===== src/rtl/axi_wr_sched_pkg.sv =====
// ---------------------------------------------------------------------------
// axi_wr_sched_pkg
//
// Purpose:
//    Shared constants and types for the AXI write burst scheduler: beat and
//    page geometry, the scheduler state encoding and the bit positions of the
//    job_error report.
//
// Contents:
//    BEAT_BYTES / BEAT_SHIFT   : one 512-bit beat is 64 bytes
//    PAGE_BYTES / PAGE_SHIFT   : AXI bursts must not cross a 4 KB page
//    PAGE_BEATS                : beats in one full page
//    state_t                   : IDLE, ISSUE, HOLD, DRAIN, DONE
//    ERR_* indices             : layout of job_error = {spurious_b, bresp[1:0]}
// ---------------------------------------------------------------------------
package axi_wr_sched_pkg;

    localparam int BEAT_BYTES = 64;
    localparam int BEAT_SHIFT = 6;
    localparam int PAGE_BYTES = 4096;
    localparam int PAGE_SHIFT = 12;
    localparam int PAGE_BEATS = PAGE_BYTES / BEAT_BYTES;

    typedef enum logic [2:0] {
        IDLE  = 3'd0,
        ISSUE = 3'd1,
        HOLD  = 3'd2,
        DRAIN = 3'd3,
        DONE  = 3'd4
    } state_t;

    localparam int ERR_SPURIOUS_BIT = 2;
    localparam int ERR_RESP_MSB     = 1;
    localparam int ERR_RESP_LSB     = 0;

endpackage


===== src/rtl/wr_burst_sizer.sv =====
// ---------------------------------------------------------------------------
// wr_burst_sizer
//
// Purpose:
//    Combinational size of the next burst: the smallest of the beats still
//    owed to the job, the configured burst cap, and the beats left before the
//    current address reaches the next 4 KB page boundary.
//
// Ports:
//    remaining    in  32  beats of the job not yet issued
//    page_offset  in  6   beat index inside the current page (addr[11:6])
//    beats        out 7   burst length, 1..64 whenever remaining != 0
// ---------------------------------------------------------------------------
module wr_burst_sizer
    import axi_wr_sched_pkg::*;
#(
    parameter int MAX_BURST = 32
) (
    input  logic [31:0] remaining,
    input  logic [5:0]  page_offset,
    output logic [6:0]  beats
);

    localparam logic [6:0] CAP_BEATS  = 7'(MAX_BURST);
    localparam logic [6:0] FULL_PAGE  = 7'(PAGE_BEATS);

    // Page offset 0 leaves a whole page (64 beats), which is why the
    // subtraction is done at 7 bits rather than 6.
    logic [6:0] page_left;
    assign page_left = FULL_PAGE - {1'b0, page_offset};

    // Narrow the candidate in two steps; the remaining-beats compare is done
    // at full 32-bit width so large jobs never alias into a small burst.
    always_comb begin
        beats = page_left;
        if (CAP_BEATS < beats) begin
            beats = CAP_BEATS;
        end
        if (remaining < {25'd0, beats}) begin
            beats = remaining[6:0];
        end
    end

endmodule


===== src/rtl/axi_wr_burst_scheduler.sv =====
// ---------------------------------------------------------------------------
// axi_wr_burst_scheduler
//
// Purpose:
//    Breaks one write job (byte address + length in 512-bit beats) into
//    AXI-legal bursts that never cross a 4 KB page, hands them one at a time
//    to the write master's local command port, limits how many bursts may be
//    waiting for a B response, and reports completion and error status.
//    Write data does not pass through this block.
//
// Ports:
//    clk, rst_n          clock, asynchronous active-low reset
//    clear               synchronous abort back to IDLE
//    job_start           1-cycle start pulse, only honoured in IDLE
//    job_addr            job byte address, low 6 bits ignored
//    job_beats           job length in beats (0 allowed)
//    job_busy            high from the cycle after start through the done pulse
//    job_done            1-cycle completion pulse
//    job_error           {spurious_b, first nonzero bresp}, held until next start
//    lcl_istart          1-cycle burst command pulse to the write master
//    lcl_iaddr           burst byte address, valid with lcl_istart
//    lcl_inum            burst length in beats (1..64), valid with lcl_istart
//    lcl_ibusy           write master busy, blocks new commands
//    m_axi_bvalid        B channel handshake monitor (bready is tied high)
//    m_axi_bresp         B response code
// ---------------------------------------------------------------------------
module axi_wr_burst_scheduler
    import axi_wr_sched_pkg::*;
#(
    parameter int ADDR_WIDTH      = 64,
    parameter int DATA_WIDTH      = 512,
    parameter int MAX_BURST       = 32,
    parameter int MAX_OUTSTANDING = 8
) (
    input  logic                  clk,
    input  logic                  rst_n,
    input  logic                  clear,

    input  logic                  job_start,
    input  logic [ADDR_WIDTH-1:0] job_addr,
    input  logic [31:0]           job_beats,
    output logic                  job_busy,
    output logic                  job_done,
    output logic [2:0]            job_error,

    output logic                  lcl_istart,
    output logic [ADDR_WIDTH-1:0] lcl_iaddr,
    output logic [7:0]            lcl_inum,
    input  logic                  lcl_ibusy,

    input  logic                  m_axi_bvalid,
    input  logic [1:0]            m_axi_bresp
);

    localparam int                    STEP_SHIFT = $clog2(DATA_WIDTH / 8);
    localparam logic [3:0]            OUT_LIMIT  = 4'(MAX_OUTSTANDING);
    localparam logic [ADDR_WIDTH-1:0] BEAT_MASK  = ADDR_WIDTH'(BEAT_BYTES - 1);

    state_t                  state;
    state_t                  next_state;

    logic [ADDR_WIDTH-1:0]   addr;
    logic [31:0]             remaining;
    logic [3:0]              outstanding;
    logic [6:0]              burst_beats;
    logic [ADDR_WIDTH-1:0]   burst_bytes;

    logic                    fire;
    logic                    start_accept;
    logic                    b_seen;
    logic                    b_counted;
    logic                    b_spurious;

    // Burst length for the command that would be issued this cycle.
    wr_burst_sizer #(
        .MAX_BURST (MAX_BURST)
    ) u_sizer (
        .remaining   (remaining),
        .page_offset (addr[PAGE_SHIFT-1:BEAT_SHIFT]),
        .beats       (burst_beats)
    );

    assign burst_bytes = {{(ADDR_WIDTH-7){1'b0}}, burst_beats} << STEP_SHIFT;

    // A start is only taken in IDLE; a simultaneous clear wins so the abort
    // cannot be overridden by a new job in the same cycle.
    assign start_accept = (state == IDLE) && job_start && !clear;

    // B responses are only meaningful while a job is running; late responses
    // that arrive after a clear land in IDLE and are dropped.  A response with
    // nothing outstanding is flagged rather than allowed to underflow.
    assign b_seen     = m_axi_bvalid && (state != IDLE);
    assign b_counted  = b_seen && (outstanding != 4'd0);
    assign b_spurious = b_seen && (outstanding == 4'd0);

    assign job_busy = (state != IDLE);
    assign job_done = (state == DONE);

    // State register.
    always_ff @(posedge clk or negedge rst_n) begin
        if (!rst_n) begin
            state <= IDLE;
        end else begin
            state <= next_state;
        end
    end

    // Next-state logic.  ISSUE waits until the master is idle and the
    // outstanding window has room; HOLD is a single dead cycle so the
    // master's registered ibusy has risen before ISSUE looks at it again.
    always_comb begin
        next_state = state;
        fire       = 1'b0;
        case (state)
            IDLE: begin
                if (start_accept) begin
                    next_state = (job_beats == 32'd0) ? DRAIN : ISSUE;
                end
            end
            ISSUE: begin
                if (!lcl_ibusy && (outstanding < OUT_LIMIT)) begin
                    fire       = 1'b1;
                    next_state = HOLD;
                end
            end
            HOLD: begin
                next_state = (remaining != 32'd0) ? ISSUE : DRAIN;
            end
            DRAIN: begin
                if (outstanding == 4'd0) begin
                    next_state = DONE;
                end
            end
            DONE: begin
                next_state = IDLE;
            end
            default: begin
                next_state = IDLE;
            end
        endcase
        if (clear) begin
            fire       = 1'b0;
            next_state = IDLE;
        end
    end

    // Address / remaining-beat bookkeeping and the registered command port.
    // Both counters advance in the same cycle the command is registered, so
    // HOLD already sees the post-burst remaining count.
    always_ff @(posedge clk or negedge rst_n) begin
        if (!rst_n) begin
            addr       <= '0;
            remaining  <= '0;
            lcl_istart <= 1'b0;
            lcl_iaddr  <= '0;
            lcl_inum   <= '0;
        end else if (clear) begin
            addr       <= '0;
            remaining  <= '0;
            lcl_istart <= 1'b0;
            lcl_iaddr  <= '0;
            lcl_inum   <= '0;
        end else begin
            lcl_istart <= fire;
            if (start_accept) begin
                addr      <= job_addr & ~BEAT_MASK;
                remaining <= job_beats;
            end
            if (fire) begin
                lcl_iaddr <= addr;
                lcl_inum  <= {1'b0, burst_beats};
                addr      <= addr + burst_bytes;
                remaining <= remaining - {25'd0, burst_beats};
            end
        end
    end

    // Outstanding-burst counter and error capture.  The counter moves on the
    // visible istart pulse, so a command and a response in the same cycle
    // cancel out.  Only the first nonzero bresp of a job is kept; the
    // spurious-response flag is sticky until the next accepted start.
    always_ff @(posedge clk or negedge rst_n) begin
        if (!rst_n) begin
            outstanding <= '0;
            job_error   <= '0;
        end else if (clear) begin
            outstanding <= '0;
        end else begin
            if (lcl_istart && !b_counted) begin
                outstanding <= outstanding + 4'd1;
            end else if (!lcl_istart && b_counted) begin
                outstanding <= outstanding - 4'd1;
            end

            if (start_accept) begin
                job_error <= '0;
            end else begin
                if (b_spurious) begin
                    job_error[ERR_SPURIOUS_BIT] <= 1'b1;
                end
                if (b_seen && (m_axi_bresp != 2'b00) &&
                    (job_error[ERR_RESP_MSB:ERR_RESP_LSB] == 2'b00)) begin
                    job_error[ERR_RESP_MSB:ERR_RESP_LSB] <= m_axi_bresp;
                end
            end
        end
    end

endmodule


===== config.mk =====
export PLATFORM = sky130hd
export DESIGN_NAME = axi_wr_burst_scheduler
export DESIGN_NICKNAME = d
export VERILOG_FILES = /design/src/rtl/axi_wr_sched_pkg.sv /design/src/rtl/wr_burst_sizer.sv /design/src/rtl/axi_wr_burst_scheduler.sv
export SDC_FILE = /design/constraint.sdc
export NUM_CORES = 1
export LEC_CHECK = 0
export ABC_CLOCK_PERIOD_IN_PS = 13700
export BUFFER_PORTS_ARGS = -buffer_cell sky130_fd_sc_hd__buf_2
export CAP_MARGIN = 20
export CORE_MARGIN = 4
export CORE_UTILIZATION = 35
export CTS_BUF_LIST = sky130_fd_sc_hd__clkbuf_8
export CTS_CLUSTER_SIZE = 12
export DETAILED_ROUTE_END_ITERATION = 8
export PLACE_DENSITY = 0.56
export SLEW_MARGIN = 15
export SYNTH_ARGS = -nofsm -noshare
export SYNTH_HDL_FRONTEND = slang
export SYNTH_HIERARCHICAL = 1
export SYNTH_SLANG_ARGS = --single-unit

===== constraint.sdc =====
create_clock -name clk -period 13.7 [get_ports clk]
set_input_delay 1.37 -clock clk [delete_from_list [all_inputs] [get_ports clk]]
set_output_delay 1.37 -clock clk [all_outputs]
set_load 0.005 [all_outputs]

==> impl_metrics.env, run 1 <==
export IMPL_worst_endpoint_required_time_ns=14.07
export IMPL_portBuffers=174
export IMPL_routed_via_count=8773
export IMPL_numCtsBuffers=17
export IMPL_min_clock_period_post_route_ns=6.35
export IMPL_post_cts_buffers=0
export IMPL_tritoncts="built"
export IMPL_share_of_power_burned_in_combinational_logic_pct=27.3
export IMPL_route_met2_wl_mm=13.8
export IMPL_synth_async_sr_flop_share_pct=100
export IMPL_grt_ovfl_total=0
export IMPL_core_area_um2=27000
export IMPL_timing_final_max_slew_violations=0
export IMPL_cts_max_level=4
export IMPL_muxShareOfSynthArea_pct=1.84
export IMPL_layout_cell_area_non_filler_um2=11200
export IMPL_drt_initial_drc_count=690
export IMPL_slew_limit_headroom_pct=26.0
export IMPL_area_sequential_um2=4180
export IMPL_cts_root_buf="sky130_fd_sc_hd__clkbuf_8"
export IMPL_internal_power_mw=0.911
export IMPL_ctsResizeCount=0
export IMPL_route_detailed_wl_per_inst_um=20.1
export IMPL_drtPass1Iterations=5
export IMPL_yosys_cell_types_count=77
export IMPL_synth_simple_gate_area_share_pct=20.4
export IMPL_filler_cell_count=2721
export IMPL_met3RoutedLength_mm=1.52
export IMPL_min_delay_path_class="flip-flop to flip-flop"
export IMPL_grt_start_max_net_pins=96
export IMPL_synthesis_yosys_warnings=6
export IMPL_drc=0
export IMPL_clock_path_buffers=2
export IMPL_timing_setup_critical_path_class="flip-flop to flip-flop"
export IMPL_average_footprint_of_a_synthesized_cell_um2=9.29
export IMPL_utilization_pct=41.5
export IMPL_multiInputGateArea_um2=5080
export IMPL_finalHoldWorstSlack_ns=0.482
export IMPL_grt_setup_unrepaired="false"
export IMPL_hpwlAfterDp_mm=21.2
export IMPL_cp_cell_sequence="inv_1 > ha_1 > or2_2 > o311a_2 > or2_1 > ha_1 > a21oi_1 > o221ai_2 > a211oi_4 > mux2i_1 > ha_1 > fa_1 > a211o_1 > a211oi_1 > nor2_1 > nand4_1 > mux2i_1 > a221o_1"
export IMPL_power_switching_mw=0.515
export IMPL_num_rows=60
export IMPL_ir_drop_mv=0.0594
export IMPL_synth_top_family_by_area="compound AO/OA/AOI/OAI gates"
export IMPL_setup_worst_path_end_class="flip-flop"
export IMPL_layout_cells_non_filler=1520
export IMPL_critical_path_peak_fanout=11
export IMPL_worst_endpoint_arrival_ns=6.71
export IMPL_netSwitchingFraction_pct=36.1
export IMPL_synth_enable_flop_cells=0
export IMPL_worst_pin_slew_ns=1.11
export IMPL_synth_fa_ha_area_share_pct=3.61
export IMPL_layout_area_overhead_vs_synth_pct=16.3
export IMPL_groute_usage_overall_pct=19.9
export IMPL_totalWireLength_mm=30.5
export IMPL_route_top_layer_used="met5"
export IMPL_design_die_area_um2=30300
export IMPL_synth_compound_area_share_pct=23.6
export IMPL_fin_total_pwr_mw=1.43
export IMPL_setup_total_negative_slack_ns=0
export IMPL_crit_path_start="addr[7]"
export IMPL_sequentialPowerShare_pct=42.4
export IMPL_post_synth_inst_count=1037
export IMPL_synthXorXnorAreaFrac_pct=2.91
export IMPL_portion_of_the_post_synthesis_area_used_by_sequential_elements_pct=43.4
export IMPL_most_used_cells_in_the_layout_excluding_fill_and_tap_cells="sky130_fd_sc_hd__buf_2, sky130_fd_sc_hd__dfrtp_1, sky130_fd_sc_hd__nand2_1"
export IMPL_setup_violations_final=0
export IMPL_initial_antenna_violation_count=1
export IMPL_clkSlewWorstSetupHoldPaths_ns=0.10
export IMPL_crit_path_top_delay_cell="sky130_fd_sc_hd__a211oi_1"
export IMPL_postLayoutSetupSlackWorst_ns=7.35
export IMPL_yosys_most_used_dff="sky130_fd_sc_hd__dfrtp_1"
export IMPL_timing_final_hold_violations=0
export IMPL_drive_gt1_share_pct=21.1
export IMPL_design_final_nets=1297
export IMPL_dp_worst_setup_slack_ns=7.47
export IMPL_antenna_cells=0
export IMPL_gp_congestion=0.855
export IMPL_reg2reg_slack_ns=7.35
export IMPL_finalClockSkew_ns=0.0215
export IMPL_grt_pass1_wl_mm=49.1
export IMPL_clock_sinks=167
export IMPL_antenna_violating_nets_post_route=0
export IMPL_share_clk_of_total_power_pct=30.3
export IMPL_ctsHoldBuffers=0
export IMPL_floorplan_initialDensity_pct=35.7
export IMPL_slowest_cell_delay_on_critical_path_ns=0.83
export IMPL_clkLatencyLatePin_ns=0.47
export IMPL_static_leakage_power_nw=5.17
export IMPL_grt_pass1_vias=8655
export IMPL_worstHoldStart="lcl_iaddr[55]"
export IMPL_timing_max_cap_violations=0
export IMPL_layout_commonest_cell="sky130_fd_sc_hd__buf_2"
export IMPL_critical_path_top_cell_by_count="sky130_fd_sc_hd__ha_1"
export IMPL_placement_cell_area_um2=10700
export IMPL_wirelength_met1_mm=14.5
export IMPL_crit_share_post_route_pct=46.3
export IMPL_fmax_mhz=158
export IMPL_die_width_um=174
export IMPL_power_per_cell_area_nw_per_um2=127
export IMPL_outcome="finished, final reports clean"
export IMPL_flip_flop_and_latch_count_after_synthesis=167
export IMPL_drt_vias_per_instance=5.77
export IMPL_boundaryPins=182
export IMPL_dpl_cell_count=1489
export IMPL_timing_critical_path_from_type="flip-flop"
export IMPL_post_synth_instance_area_um2=9640
export IMPL_die_y_um=174
export IMPL_mappedNetlistNets=1167
export IMPL_rr_startpoint="addr[7]"
==> final timing paths <==
check	endpoint	cells after the start
worst max register to register	addr[18]	18
worst min-delay path	lcl_iaddr[55]	2
max in group asynchronous	addr[9]	2
min in group asynchronous	addr[54]	1
worst max-delay path	addr[18]	18
worst min register to register	lcl_iaddr[55]	2
==> area by class of cell <==
| cell class | instances | area share [%] |
|---|---|---|
| Timing Repair Buffer | 183 | 8.43 |
| Multi-Input combinational cell | 769 | 45.3 |
| Sequential cell | 167 | 37.3 |
| Tap cell | 341 | 3.81 |
| Clock inverter | 14 | 2.10 |
| Clock buffer | 17 | 2.09 |
| Inverter | 29 | 0.972 |
==> metal layers <==
layer / up-vias / GRT usage, %
met5: - / 0
met4: 2 / 6.27
met3: 44 / 3.39
met2: 259 / 30.5
met1: 4288 / 28.9
li1: 4180 / -
==> logic make-up (layout without fill, tap and decap cells) <==
kind of cell	after synthesis	count (layout)
compound gates	320	320
flops	167	167
other cells	2	2
xor+xnor	32	32
mux	17	17
fa+ha+maj	26	26
simple gates	372	372
buf+inv	101	243
==> flip-flops by register name, indices dropped and copies added (netlist names) <==
signal / flops
addr: 58
job_error: 3
lcl_iaddr: 59
lcl_inum: 7
lcl_istart: 1
outstanding: 4
remaining: 32
state: 3
==> worst max-delay path, delay by kind of cell (launching register included) <==
family	cells	cell delay [ns]
mux	2	0.34
flops	1	0.60
compound gates	7	2.64
fa+ha+maj	4	1.32
buf+inv	1	0.11
simple gates	4	1.25
==> power by group through the flow <==
stage	registers (mW)	logic (mW)	clock network [mW]
finish	0.605	0.389	0.432
global route	0.614	0.436	0.462
CTS	0.603	0.390	0.441
detailed placement	0.613	0.388	0
global placement	0.611	0.383	0
floorplan	0.588	0.282	0
==> synth_stat cells (29+ instances only) <==
| master | n | area (µm²) |
|---|---|---|
| sky130_fd_sc_hd__a21oi_1 | 41 | 205 |
| sky130_fd_sc_hd__a22o_1 | 48 | 420 |
| sky130_fd_sc_hd__a22oi_1 | 38 | 285 |
| sky130_fd_sc_hd__clkbuf_1 | 54 | 203 |
| sky130_fd_sc_hd__dfrtp_1 | 167 | 4180 |
| sky130_fd_sc_hd__inv_1 | 29 | 109 |
| sky130_fd_sc_hd__nand2_1 | 111 | 417 |
| sky130_fd_sc_hd__nand3_1 | 40 | 200 |
| sky130_fd_sc_hd__nor2_1 | 57 | 214 |
| sky130_fd_sc_hd__nor4_1 | 31 | 194 |
| sky130_fd_sc_hd__o21ai_0 | 76 | 380 |
(Power assumes the default switching activity.)
==> inputs of run 2 (changes only) <==
- ABC_AREA: default -> 1
- ABC_CLOCK_PERIOD_IN_PS: 13700 -> 6150
- PLACE_DENSITY: 0.56 -> 0.55
- clock period: 13.7 -> 6.15 ns (I/O delays scaled with it)
==> run 2 against run 1 <==
Effect of this change:
- register-to-register slack worse by 6.1 ns
- synthesized cell count is 69% higher
- sequential share of layout area is 5.3 points lower
- count of clock-buffer cells in the layout is 3 higher
- routed wire length is 27% higher
- critical path depth is 10 higher
- via count is 34% higher
- highest routed layer is now met4
==> impl_metrics.env, run 2 <==
export IMPL_setup_violations_final=0
export IMPL_ir_drop_mv=0.223
export IMPL_worst_endpoint_arrival_ns=5.31
export IMPL_grt_setup_unrepaired="false"
export IMPL_core_area_um2=32500
export IMPL_setup_worst_path_end_class="flip-flop"
export IMPL_worst_endpoint_required_time_ns=6.51
export IMPL_post_cts_buffers=0
export IMPL_critical_path_peak_fanout=12
export IMPL_dpl_cell_count=2314
export IMPL_grt_pass1_wl_mm=60.8
export IMPL_hpwlAfterDp_mm=28.6
export IMPL_drt_initial_drc_count=925
export IMPL_post_synth_top_count_cell="sky130_fd_sc_hd__nand2_1"
export IMPL_fmax_mhz=202
export IMPL_tritoncts="built"
export IMPL_groute_usage_overall_pct=21.2
export IMPL_clkLatencyLatePin_ns=0.50
export IMPL_portion_of_the_post_synthesis_area_used_by_sequential_elements_pct=36.3
export IMPL_synth_top_cell_area_share_pct=36.3
export IMPL_post_synth_inst_count=1755
export IMPL_synthesis_yosys_warnings=6
export IMPL_grtUsageMet2_pct=33.3
export IMPL_die_width_um=189
export IMPL_drt_vias_per_instance=5.02
export IMPL_die_y_um=189
export IMPL_ctsHoldBuffers=0
export IMPL_clock_path_buffers=2
export IMPL_numCtsBuffers=17
export IMPL_multiInputGateArea_um2=6180
export IMPL_power_per_cell_area_nw_per_um2=423
export IMPL_synth_simple_gate_area_share_pct=39.5
export IMPL_global_route_usage_met3_pct=3.10
export IMPL_yosys_cell_types_count=45
export IMPL_gr_usage_met1_pct=30.8
export IMPL_flip_flop_and_latch_count_after_synthesis=167
export IMPL_grt_ovfl_total=0
export IMPL_drive_gt1_share_pct=13.5
export IMPL_ctsResizeCount=0
export IMPL_clkSlewWorstSetupHoldPaths_ns=0.11
export IMPL_layout_cells_non_filler=2346
export IMPL_timing_critical_path_from_type="flip-flop"
export IMPL_design_die_area_um2=35900
export IMPL_regMostFlops="lcl_iaddr"
export IMPL_totalWireLength_mm=38.8
export IMPL_placement_cell_area_um2=12700
export IMPL_timing_max_cap_violations=0
export IMPL_grt_start_max_net_pins=83
export IMPL_synth_async_sr_flop_share_pct=100
export IMPL_drc=0
export IMPL_mappedNetlistNets=1885
export IMPL_min_clock_period_post_route_ns=4.95
export IMPL_slew_limit_headroom_pct=43.9
export IMPL_design_final_nets=2021
export IMPL_boundaryPins=182
export IMPL_worst_pin_slew_ns=0.842
export IMPL_cts_root_buf="sky130_fd_sc_hd__clkbuf_8"
export IMPL_muxShareOfSynthArea_pct=0
export IMPL_route_detailed_wl_per_inst_um=16.5
export IMPL_routed_via_count=11800
export IMPL_postLayoutSetupSlackWorst_ns=1.20
export IMPL_synth_compound_area_share_pct=9.43
export IMPL_fin_total_pwr_mw=5.53
export IMPL_synthDominantAreaCellType="sky130_fd_sc_hd__dfrtp_1"
export IMPL_grt_pass1_vias=10900
export IMPL_num_rows=66
export IMPL_initial_antenna_violation_count=0
export IMPL_synth_enable_flop_cells=0
export IMPL_timing_final_max_slew_violations=0
export IMPL_synthTopCellsByArea="sky130_fd_sc_hd__dfrtp_1, sky130_fd_sc_hd__nand2_1, sky130_fd_sc_hd__inv_1, sky130_fd_sc_hd__nand3_1, sky130_fd_sc_hd__o21ai_0"
export IMPL_timing_setup_critical_path_class="flip-flop to flip-flop"
export IMPL_crit_path_top_delay_cell="sky130_fd_sc_hd__dfrtp_1"
export IMPL_setup_total_negative_slack_ns=0
export IMPL_yosys_most_used_dff="sky130_fd_sc_hd__dfrtp_1"
export IMPL_average_footprint_of_a_synthesized_cell_um2=6.57
export IMPL_synth_fa_ha_area_share_pct=3.02
export IMPL_cts_max_level=4
export IMPL_area_sequential_um2=4180
export IMPL_layout_area_overhead_vs_synth_pct=13.3
export IMPL_busiest_layer_in_global_routing="met2"
export IMPL_portBuffers=174
export IMPL_dp_worst_setup_slack_ns=1.24
export IMPL_most_used_cells_in_the_layout_excluding_fill_and_tap_cells="sky130_fd_sc_hd__nand2_1, sky130_fd_sc_hd__inv_1, sky130_fd_sc_hd__nor2_1"
export IMPL_outcome="finished, final reports clean"
export IMPL_synthXorXnorAreaFrac_pct=1.44
export IMPL_min_delay_path_class="primary input to asynchronous set/reset pin"
export IMPL_static_leakage_power_nw=6.63
export IMPL_drtPass1Iterations=8
export IMPL_timing_final_hold_violations=0
export IMPL_critical_path_top_cell_by_count="sky130_fd_sc_hd__nand2_1"
export IMPL_finalHoldWorstSlack_ns=0.134
export IMPL_finalClockSkew_ns=0.0252
export IMPL_floorplan_initialDensity_pct=35.4
export IMPL_clock_sinks=167
export IMPL_largest_reg_flops=59
export IMPL_filler_cell_count=3599
export IMPL_crit_share_post_route_pct=80.4
export IMPL_layout_cell_area_non_filler_um2=13100
export IMPL_antenna_cells=0
export IMPL_post_synth_instance_area_um2=11500
export IMPL_layout_commonest_cell="sky130_fd_sc_hd__nand2_1"
export IMPL_slowest_cell_delay_on_critical_path_ns=0.43
export IMPL_utilization_pct=40.1
export IMPL_synth_common_cells="sky130_fd_sc_hd__nand2_1, sky130_fd_sc_hd__inv_1, sky130_fd_sc_hd__nor2_1"
export IMPL_antenna_violating_nets_post_route=0
export IMPL_reg_largest_list="lcl_iaddr (59), addr (58), remaining (32)"
export IMPL_gp_congestion=0.945
export IMPL_synth_top_family_by_area="simple AND/OR/NAND/NOR gates"
-- run 2: cell count changes in the layout (fill, tap and decap cells not counted), moves of 37 or more --
cell                      previous run  this run
sky130_fd_sc_hd__inv_1              28       199
sky130_fd_sc_hd__nand3_1            39       146
sky130_fd_sc_hd__nor2_1             57       181
sky130_fd_sc_hd__a22oi_1            38         1
sky130_fd_sc_hd__o21ai_0            76       140
sky130_fd_sc_hd__a22o_1             48         9
sky130_fd_sc_hd__nand2_1           111       604
-- run 2: layer usage --
layer / vias to the layer above / share of wire, %
li1: 5886 / -
met1: 5501 / 47
met2: 350 / 45
met3: 40 / 5.8
met4: 0 / 2.0
met5: - / 0
-- run 2: path summary, 6_finish.rpt --
path	from	to	slack, ns	depth (start not counted)
setup / recovery	addr[6]	remaining[14]	1.20	28
setup reg to reg	addr[6]	remaining[14]	1.20	28
hold / removal	rst_n	lcl_iaddr[14]	0.13	1
min in group clk	m_axi_bresp[1]	job_error[1]	0.38	3
max in group asynchronous	rst_n	addr[11]	4.74	2
hold reg to reg	lcl_inum[4]	lcl_inum[4]	0.48	2
-- run 2: final cells by class --
cell class | instances | area share (%)
clock buffer | 20 | 2.11
clock inverter | 12 | 0.882
inverter | 208 | 6.18
multi-input combinational | 1315 | 47.3
sequential | 167 | 32.0
tap | 442 | 4.24
timing repair buffer | 182 | 7.27
-- run 2: power breakdown --
| part | internal, mW | leakage, nW | switching (mW) | total (mW) |
|---|---|---|---|---|
| Sequential | 1.38 | 2.26 | 0.384 | 1.77 |
| Clock | 0.358 | 0.193 | 0.473 | 0.831 |
| Combinational | 0.932 | 4.18 | 2.00 | 2.93 |
| Total | 2.67 | 6.63 | 2.86 | 5.53 |
-- run 2: kinds of logic (layout without fill, tap and decap cells) --
| family | after synthesis | count (layout) |
|---|---|---|
| simple gates | 1067 | 1067 |
| buf+inv | 273 | 422 |
| compound gates | 201 | 201 |
| flops | 167 | 167 |
| fa+ha+maj | 26 | 26 |
| xor+xnor | 19 | 19 |
| other cells | 2 | 2 |
-- run 2: worst max-delay path: cells and delay by family (launching register included) --
| kind | cells | cell delay (ns) |
|---|---|---|
| AO/OA/AOI/OAI | 3 | 0.60 |
| XOR/XNOR | 1 | 0.21 |
| adder cells (fa/ha/maj) | 4 | 1.14 |
| buffers and inverters | 4 | 0.35 |
| flip-flops | 1 | 0.43 |
| AND/OR/NAND/NOR | 16 | 2.10 |
